File: src/rtl/inst_uart_loader.sv
// ============================================================================
// Module   : inst_uart_loader
// Purpose  : 8N1 UART program loader feeding the instruction-memory write port.
// Revision : 1.0
// ============================================================================
`default_nettype none

module inst_uart_loader #(
    parameter int CLK_PER_BIT = 868,
    parameter int ADDR_W      = 14,
    parameter int MAX_WORDS   = 9400
) (
    input  logic              CLK,
    input  logic              RST_N,
    input  logic              RXD,
    output logic              INST_WE,
    output logic [ADDR_W-1:0] INST_ADDR,
    output logic [31:0]       INST_WDATA,
    output logic              LOAD_DONE,
    output logic              LOAD_ERR
);

    localparam int c_bit_cnt_w  = $clog2(CLK_PER_BIT);
    localparam int c_word_cnt_w = $clog2(MAX_WORDS + 1);

    localparam logic [c_bit_cnt_w-1:0]  c_half      = c_bit_cnt_w'(CLK_PER_BIT / 2 - 1);
    localparam logic [c_bit_cnt_w-1:0]  c_full      = c_bit_cnt_w'(CLK_PER_BIT - 1);
    localparam logic [c_bit_cnt_w-1:0]  c_bit_one   = c_bit_cnt_w'(1);
    localparam logic [c_word_cnt_w-1:0] c_word_one  = c_word_cnt_w'(1);
    localparam logic [31:0]             c_max_words = 32'(MAX_WORDS);
    localparam logic [3:0]              c_stop_idx  = 4'd9;

    typedef enum logic [1:0] {
        S_HDR  = 2'd0,
        S_LOAD = 2'd1,
        S_DONE = 2'd2,
        S_ERR  = 2'd3
    } state_t;

    // ---------------- RX bit engine ----------------
    logic                   r_rxd_meta;
    logic                   r_rxd_sync;
    logic                   r_rxd_prev;
    logic                   r_rx_busy;
    logic [c_bit_cnt_w-1:0] r_bit_cnt;
    logic [3:0]             r_bit_idx;
    logic [7:0]             r_shift;

    logic w_start;
    logic w_sample;
    logic w_byte_valid;
    logic w_frame_err;

    always_comb begin
        w_start      = !r_rx_busy && r_rxd_prev && !r_rxd_sync;
        w_sample     = r_rx_busy && (r_bit_cnt == '0);
        w_byte_valid = w_sample && (r_bit_idx == c_stop_idx) && r_rxd_sync;
        w_frame_err  = w_sample && (r_bit_idx == c_stop_idx) && !r_rxd_sync;
    end

    always_ff @(posedge CLK) begin
        if (!RST_N) begin
            r_rxd_meta <= 1'b1;
            r_rxd_sync <= 1'b1;
            r_rxd_prev <= 1'b1;
            r_rx_busy  <= 1'b0;
            r_bit_cnt  <= '0;
            r_bit_idx  <= '0;
            r_shift    <= '0;
        end else begin
            r_rxd_meta <= RXD;
            r_rxd_sync <= r_rxd_meta;
            r_rxd_prev <= r_rxd_sync;
            if (w_start) begin
                r_rx_busy <= 1'b1;
                r_bit_cnt <= c_half;
                r_bit_idx <= '0;
            end else if (r_rx_busy) begin
                if (r_bit_cnt != '0) begin
                    r_bit_cnt <= r_bit_cnt - c_bit_one;
                end else begin
                    r_bit_cnt <= c_full;
                    r_bit_idx <= r_bit_idx + 4'd1;
                    // A start bit that reads high was a glitch: drop it.
                    if (r_bit_idx == 4'd0 && r_rxd_sync)
                        r_rx_busy <= 1'b0;
                    if (r_bit_idx >= 4'd1 && r_bit_idx <= 4'd8)
                        r_shift <= {r_rxd_sync, r_shift[7:1]};
                    if (r_bit_idx == c_stop_idx)
                        r_rx_busy <= 1'b0;
                end
            end
        end
    end

    // ---------------- Framing FSM ----------------
    state_t                  r_state;
    logic [1:0]              r_byte_cnt;
    logic [23:0]             r_asm;
    logic [c_word_cnt_w-1:0] r_n;
    logic [c_word_cnt_w-1:0] r_word_cnt;

    logic [31:0]             w_asm_next;
    logic [c_word_cnt_w-1:0] w_word_next;

    always_comb begin
        w_asm_next  = {r_asm, r_shift};
        w_word_next = r_word_cnt + c_word_one;
    end

    always_ff @(posedge CLK) begin
        if (!RST_N) begin
            r_state    <= S_HDR;
            r_byte_cnt <= '0;
            r_asm      <= '0;
            r_n        <= '0;
            r_word_cnt <= '0;
            INST_WE    <= 1'b0;
            INST_ADDR  <= '0;
            INST_WDATA <= '0;
            LOAD_DONE  <= 1'b0;
            LOAD_ERR   <= 1'b0;
        end else begin
            INST_WE <= 1'b0;
            case (r_state)
                S_HDR: begin
                    if (w_frame_err) begin
                        r_state  <= S_ERR;
                        LOAD_ERR <= 1'b1;
                    end else if (w_byte_valid) begin
                        r_asm      <= w_asm_next[23:0];
                        r_byte_cnt <= r_byte_cnt + 2'd1;
                        if (r_byte_cnt == 2'd3) begin
                            r_byte_cnt <= '0;
                            if (w_asm_next == '0) begin
                                r_state   <= S_DONE;
                                LOAD_DONE <= 1'b1;
                            end else if (w_asm_next > c_max_words) begin
                                r_state  <= S_ERR;
                                LOAD_ERR <= 1'b1;
                            end else begin
                                r_state    <= S_LOAD;
                                r_n        <= w_asm_next[c_word_cnt_w-1:0];
                                r_word_cnt <= '0;
                            end
                        end
                    end
                end
                S_LOAD: begin
                    if (w_frame_err) begin
                        r_state  <= S_ERR;
                        LOAD_ERR <= 1'b1;
                    end else if (w_byte_valid) begin
                        r_asm      <= w_asm_next[23:0];
                        r_byte_cnt <= r_byte_cnt + 2'd1;
                        if (r_byte_cnt == 2'd3) begin
                            INST_WE    <= 1'b1;
                            INST_ADDR  <= ADDR_W'(r_word_cnt);
                            INST_WDATA <= w_asm_next;
                            r_word_cnt <= w_word_next;
                            // Done flag rises with the final strobe.
                            if (w_word_next == r_n) begin
                                r_state    <= S_DONE;
                                r_byte_cnt <= '0;
                                LOAD_DONE  <= 1'b1;
                            end
                        end
                    end
                end
                S_DONE: begin
                    LOAD_DONE <= 1'b1;
                end
                default: begin
                    LOAD_ERR  <= 1'b1;
                    LOAD_DONE <= 1'b0;
                end
            endcase
        end
    end

endmodule

`default_nettype wire

File: config.mk
export PLATFORM = sky130hd
export DESIGN_NAME = inst_uart_loader
export DESIGN_NICKNAME = d
export VERILOG_FILES = /design/src/rtl/inst_uart_loader.sv
export SDC_FILE = /design/constraint.sdc
export NUM_CORES = 1
export LEC_CHECK = 0
export ABC_AREA = 1
export ABC_CLOCK_PERIOD_IN_PS = 2150
export BUFFER_PORTS_ARGS = -buffer_cell sky130_fd_sc_hd__buf_2
export CORE_MARGIN = 10
export CORE_UTILIZATION = 28
export CTS_CLUSTER_SIZE = 28
export DETAILED_ROUTE_END_ITERATION = 10
export PLACE_DENSITY = 0.5
export SETUP_SLACK_MARGIN = 0.05
export SYNTH_ARGS = -nofsm -noshare
export SYNTH_HDL_FRONTEND = slang
export SYNTH_SLANG_ARGS = --single-unit
export TNS_END_PERCENT = 30
File: constraint.sdc
create_clock -name CLK -period 2.15 [get_ports CLK]
set_input_delay 0.3225 -clock CLK [delete_from_list [all_inputs] [get_ports CLK]]
set_output_delay 0.3225 -clock CLK [all_outputs]
set_load 0.01 [all_outputs]
# Word level (Yosys, flattened, before mapping)
# Index checks and enable logic that the tools add are counted.
word_totals:
  register_bits: 131
  output_inout_bits: 49
  elab_cells: 139
op_classes:
  n_addsub: 4
  n_lt_le_gt_ge: 3
  eq_ne: 23
  n_mux: 52
  bitwise_logic: 9
  reduce_logical: 30
ops:
  columns: ["cell", "n"]
  rows:
  - ["$mux W14", 8]
  - ["$gt A32 B14 Y1 const B", 1]
  - ["$logic_not A32 Y1", 1]
  - ["$mux W2", 16]
  - ["$pmux W14 S2", 1]
  - ["$ne A2 B2 Y1 const B", 11]
  - ["$ne A3 B3 Y1 const B", 7]
  - ["$mux W1", 20]
  - ["$mux W9", 2]
  - ["$reduce_and A6 Y1", 3]
  - ["$add A14 B1 Y14 const B", 1]
  - ["$eq A14 B14 Y1", 1]
  - ["$logic_not A10 Y1", 1]
  - ["$mux W10", 1]
  - ["$reduce_bool A10 Y1", 1]
  - ["$sub A10 B1 Y10 const B", 1]
  - ["$not A1 Y1", 9]
  - ["$reduce_and A9 Y1", 1]
  - ["$logic_and A1 B1 Y1", 8]
  - ["$pmux W2 S2", 2]
  - ["$reduce_and A4 Y1", 2]
  - ["$reduce_and A8 Y1", 1]
  - ["$pmux W1 S3", 2]
  - ["$reduce_and A5 Y1", 1]
  - ["other kinds (15)", 19]

# Longest topological paths before layout
logic_depth:
  word_depth: 7
  ltp_mapped: 16
  depth_no_buf: 16

# Worst setup path after synthesis
# OpenSTA, ideal clock, no wires.
synth_path:
  kind: "register to register"
  from: "register r_bit_cnt[0]"
  to: "register r_asm[16]"
  arrival_ps: 1700
  t_required_ps: 2034
  setup_slack_ps: 334
  stages_incl_launch_ff: 14
  period_less_slack_ps: 1816
  path_cell_list: "dfxtp_1 > inv_1 > ha_1 > and3_1 > nand2_2 > nor2_4 > nand4_4 > nor2_1 > inv_2 > nor2_4 > inv_2 > buf_2 > nor2_1 > nor2_1"
synth_between:
  elab_chain_len: 6
  elab_cells_between_ends: 7
  classes_between: "bitwise (1); reduce/logical (6)"
synth_rtl:
  columns: ["item", "line_no", "text"]
  rows:
  - ["start, declared", "45", "logic [c_bit_cnt_w-1:0] r_bit_cnt;"]
  - ["start signal, assigned", "76", "r_bit_cnt <= c_half;"]
  - ["start signal, assigned", "80", "r_bit_cnt <= r_bit_cnt - c_bit_one;"]
  - ["start signal, assigned", "82", "r_bit_cnt <= c_full;"]
  - ["$logic_not A10 Y1 (*)", "56", "w_sample = r_rx_busy && (r_bit_cnt == '0);"]
  - ["$logic_and A1 B1 Y1 (*)", "56", null]
  - ["$logic_and A1 B1 Y1 (*)", "57, 58", null]
  - ["$logic_and A1 B1 Y1", "58", "w_frame_err = w_sample && (r_bit_idx == c_stop_idx) && !r_rxd_sync;"]
  - ["$not A1 Y1 (no line)", null, null]
  - ["$reduce_and A3 Y1 (no line) (*)", null, null]
  - ["end signal, assigned", "131", "r_asm <= w_asm_next[23:0];"]
  - ["end signal, assigned", "154", "r_asm <= w_asm_next[23:0];"]
  - ["end, declared", "99", "logic [23:0] r_asm;"]
# Every way passes the cells marked *; elsewhere a longest branch is shown, timed or not.
# A chain may end at the register's enable or synchronous reset.

# Worst setup path in the final report
layout_path:
  from: "register r_bit_idx[1]"
  to: "register INST_WDATA[8]"
layout_between:
  elab_chain_len: 5
  elab_cells_between_ends: 6
  classes_between: "eq/ne (1); bitwise (1); reduce/logical (4)"
layout_rtl:
  columns: ["item", "line_no", "text"]
  rows:
  - ["start, declared", "46", "logic [3:0] r_bit_idx;"]
  - ["start signal, assigned", "83", "r_bit_idx <= r_bit_idx + 4'd1;"]
  - ["$eq A4 B4 Y1 (*)", "57, 58", null]
  - ["$logic_and A1 B1 Y1 (*)", "57, 58", null]
  - ["$logic_and A1 B1 Y1", "58", null]
  - ["$not A1 Y1 (no line)", null, null]
  - ["$reduce_and A4 Y1 (no line) (*)", null, null]
  - ["end signal, assigned", "159", "INST_WDATA <= w_asm_next;"]
  - ["end, declared", "18", "output logic [31:0] INST_WDATA,"]
# Marked as above.

==> impl_metrics.env <==
export IMPL_stdcell_count=1198
export IMPL_areaGrowthSynthToFinish_pct=21.7
export IMPL_clock_skew_final_ns=0.00971
export IMPL_clk_pin_slew_worst_paths_ns=0.06
export IMPL_power_leakage_nw=3.14
export IMPL_switchingPower_mw=1.31
export IMPL_vias=5388
export IMPL_whs_ns=0.0927
export IMPL_p_int_mw=4.62
export IMPL_drt_iter0_markers=294
export IMPL_power_frac_comb_pct=4.8
export IMPL_start_util_pct=28.5
export IMPL_cp_end_kind="flop"
export IMPL_finalSetupViolCount=0
export IMPL_first_pass_iters=4
export IMPL_peakVddDrop_mv=0.435
export IMPL_rsz0062_at_grt="yes"
export IMPL_synth_lib_cells_used_distinct=43
export IMPL_grt_max_degree=67
export IMPL_fin_tns_setup_ns=0
export IMPL_cp_data_arrival_time_ns=2.27
export IMPL_swShare_pct=22.1
export IMPL_dieArea_um2=28600
export IMPL_finalWirelength_um=15600
export IMPL_cts_sinks=131
export IMPL_crit_type="reg -> reg"
export IMPL_h_tree_depth=4
export IMPL_crit_fanout=45
export IMPL_cts_tree="yes"
export IMPL_yosysTopAreaCell="dfxtp_1"
export IMPL_hp_class="in -> reg"
export IMPL_num_rows=54
export IMPL_status="complete, no violations"
export IMPL_relSlewSlack_pct=60.9
export IMPL_die_h_um=169
export IMPL_p_per_area_nw_per_um2=782
export IMPL_clock_latency_ns=0.42
export IMPL_via_per_inst=4.50
export IMPL_post_route_util_pct=34.7
export IMPL_wl_per_cell_um=13.1
export IMPL_slew_violations=0
export IMPL_grt_overflow=0
export IMPL_clockPowerShare_pct=53.4
export IMPL_reg2reg_from="r_bit_idx[1]"
export IMPL_grt_pass1_wl_um=26400
export IMPL_cts_buffers=17
export IMPL_start_kind="flop"
export IMPL_hold_viol_final=0
export IMPL_gp_congestion=0.827
export IMPL_gr_usage_all_layers_pct=11.1
export IMPL_nFillCells=2343
export IMPL_portBuffers=51
export IMPL_coreArea_um2=21900
export IMPL_syn_inst=850
export IMPL_layout_nets=916
export IMPL_syn_mean_instance_area_um2=7.34
export IMPL_post_dp_hpwl_um=10800
export IMPL_synth_top_area_share_pct=42.0
export IMPL_ys_top_cells_by_area="dfxtp_1 42%, nand2_1 7.6%, inv_1 7.0%"
export IMPL_startpoint="r_bit_idx[1]"
export IMPL_grt_pass1_vias=5123
export IMPL_io_pins=52
export IMPL_dpl_cell_count=1162
export IMPL_die_w_um=169
export IMPL_tightest_slew_ns=0.586
export IMPL_diodes=0
export IMPL_ys_seq_elements=131
export IMPL_final_cell_mix="124 x dfxtp_1, 123 x nand2_1, 116 x inv_1"
export IMPL_fin_crit_ns=1.96
export IMPL_synth_nets=861
export IMPL_final_common_cell="dfxtp_1"
export IMPL_antenna_found_initial=0
export IMPL_drv_cap=0
export IMPL_seqPwrFrac_pct=41.8
export IMPL_yosysSeqAreaShare_pct=42.0
export IMPL_cts_root_buffer="clkbuf_16"
export IMPL_clk_path_buf_depth=2
export IMPL_postRouteAntennaNets=0
export IMPL_syn_cell_area_um2=6240
export IMPL_fin_crit_sh_pct=91.3
export IMPL_cp_data_required_time_ns=2.45
export IMPL_drive_gt1_share_pct=22.0
export IMPL_fmax_mhz=509
export IMPL_yosys_warnings=0
export IMPL_drc=0
export IMPL_min_from="RXD"
## flip-flops by register name, indices dropped and copies added (netlist names), 2 cells and up
signal / cells
r_shift: 8
INST_ADDR: 14
r_byte_cnt: 2
r_word_cnt: 14
r_bit_cnt: 10
r_asm: 24
INST_WDATA: 32
r_state: 2
r_bit_idx: 4
r_n: 14
## stage by stage
stage | cell area [um2] | setup slack, ns | power (mW)
after CTS | 7450 | 0.0569 | 6.02
after floorplan | 6240 | 0.334 | 2.75
after global placement | 6800 | 0.133 | 2.82
final | 7590 | 0.187 | 5.93
after detailed placement | 6800 | 0.0734 | 2.82
after global routing | 7590 | 0.0129 | 6.17
## final timing paths
check | to | slack, ns | cells after the start
worst min register to register | r_rxd_sync | 0.42 | 1
worst min-delay path | r_rxd_meta | 0.09 | 2
worst max-delay path | INST_WDATA[8] | 0.19 | 9
worst max register to register | INST_WDATA[8] | 0.19 | 9
## layout make-up
class | instances | area (um2) | area share, %
sequential | 131 | 2630 | 34.7
timing repair buffer | 72 | 475 | 6.26
clock inverter | 10 | 169 | 2.22
multi-input combinational | 558 | 3010 | 39.7
inverter | 125 | 469 | 6.18
clock buffer | 22 | 484 | 6.38
tap | 280 | 350 | 4.61
## layer usage
metal / part of all wire [%] / wire length [um] / vias up / GRT usage [%]
met2: 44 / 6870 / 80 / 16.5
met5: 0 / 0 / - / 0
met1: 50 / 7850 / 2422 / 15.0
met4: 1.7 / 261 / 0 / 3.90
met3: 4.2 / 660 / 15 / 3.33
li1: - / - / 2871 / -
## timing repair
item,in CTS,in global routing
endpoints found under the setup margin,0,32
buffers inserted,0,4
endpoints found under the hold margin,0,0
resized for setup,0,32
hold buffers,0,0
## power groups by stage
stage	combinational (mW)	clock (mW)	sequential (mW)
6_report	0.286	3.17	2.48
5_1_grt	0.330	3.36	2.48
4_1_cts	0.284	3.26	2.48
3_5_place_dp	0.283	0	2.53
3_3_place_gp	0.283	0	2.53
2_1_floorplan	0.226	0	2.52
## cell families after synthesis
family	after synthesis	share of synthesized area, %
AO/OA/AOI/OAI	200	18.9
XOR/XNOR	5	0.702
AND/OR/NAND/NOR	345	25.5
flip-flops	131	42.0
adder cells (fa/ha/maj)	8	1.60
buffers and inverters	161	11.3
## critical path, cell delays in order (launching register included)
cell,delay (ns)
dfxtp_1,0.32
inv_1,0.12
ha_1,0.26
nand3_1,0.12
or2_4,0.30
nor2_8,0.12
nand3_4,0.10
buf_12,0.21
o21ai_1,0.22
a21oi_2,0.04
## cells in the mapped netlist, drive strengths merged
| master | count |
|---|---|
| o21bai | 1 |
| o211ai | 2 |
| or2 | 6 |
| nand3 | 62 |
| a21oi | 95 |
| and2 | 2 |
| and3 | 1 |
| clkbuf | 12 |
| ha | 8 |
| a31oi | 2 |
| a311oi | 2 |
| a211oi | 1 |
| nor2 | 116 |
| xor2 | 3 |
| buf | 24 |
| nand2 | 130 |
| nand4 | 13 |
| nor4 | 6 |
| xnor2 | 2 |
| nor3 | 7 |
| inv | 125 |
| o21ai | 95 |
| o31ai | 2 |
| nand3b | 2 |
| dfxtp | 131 |
Note: power is estimated with default switching activity, not from simulation.
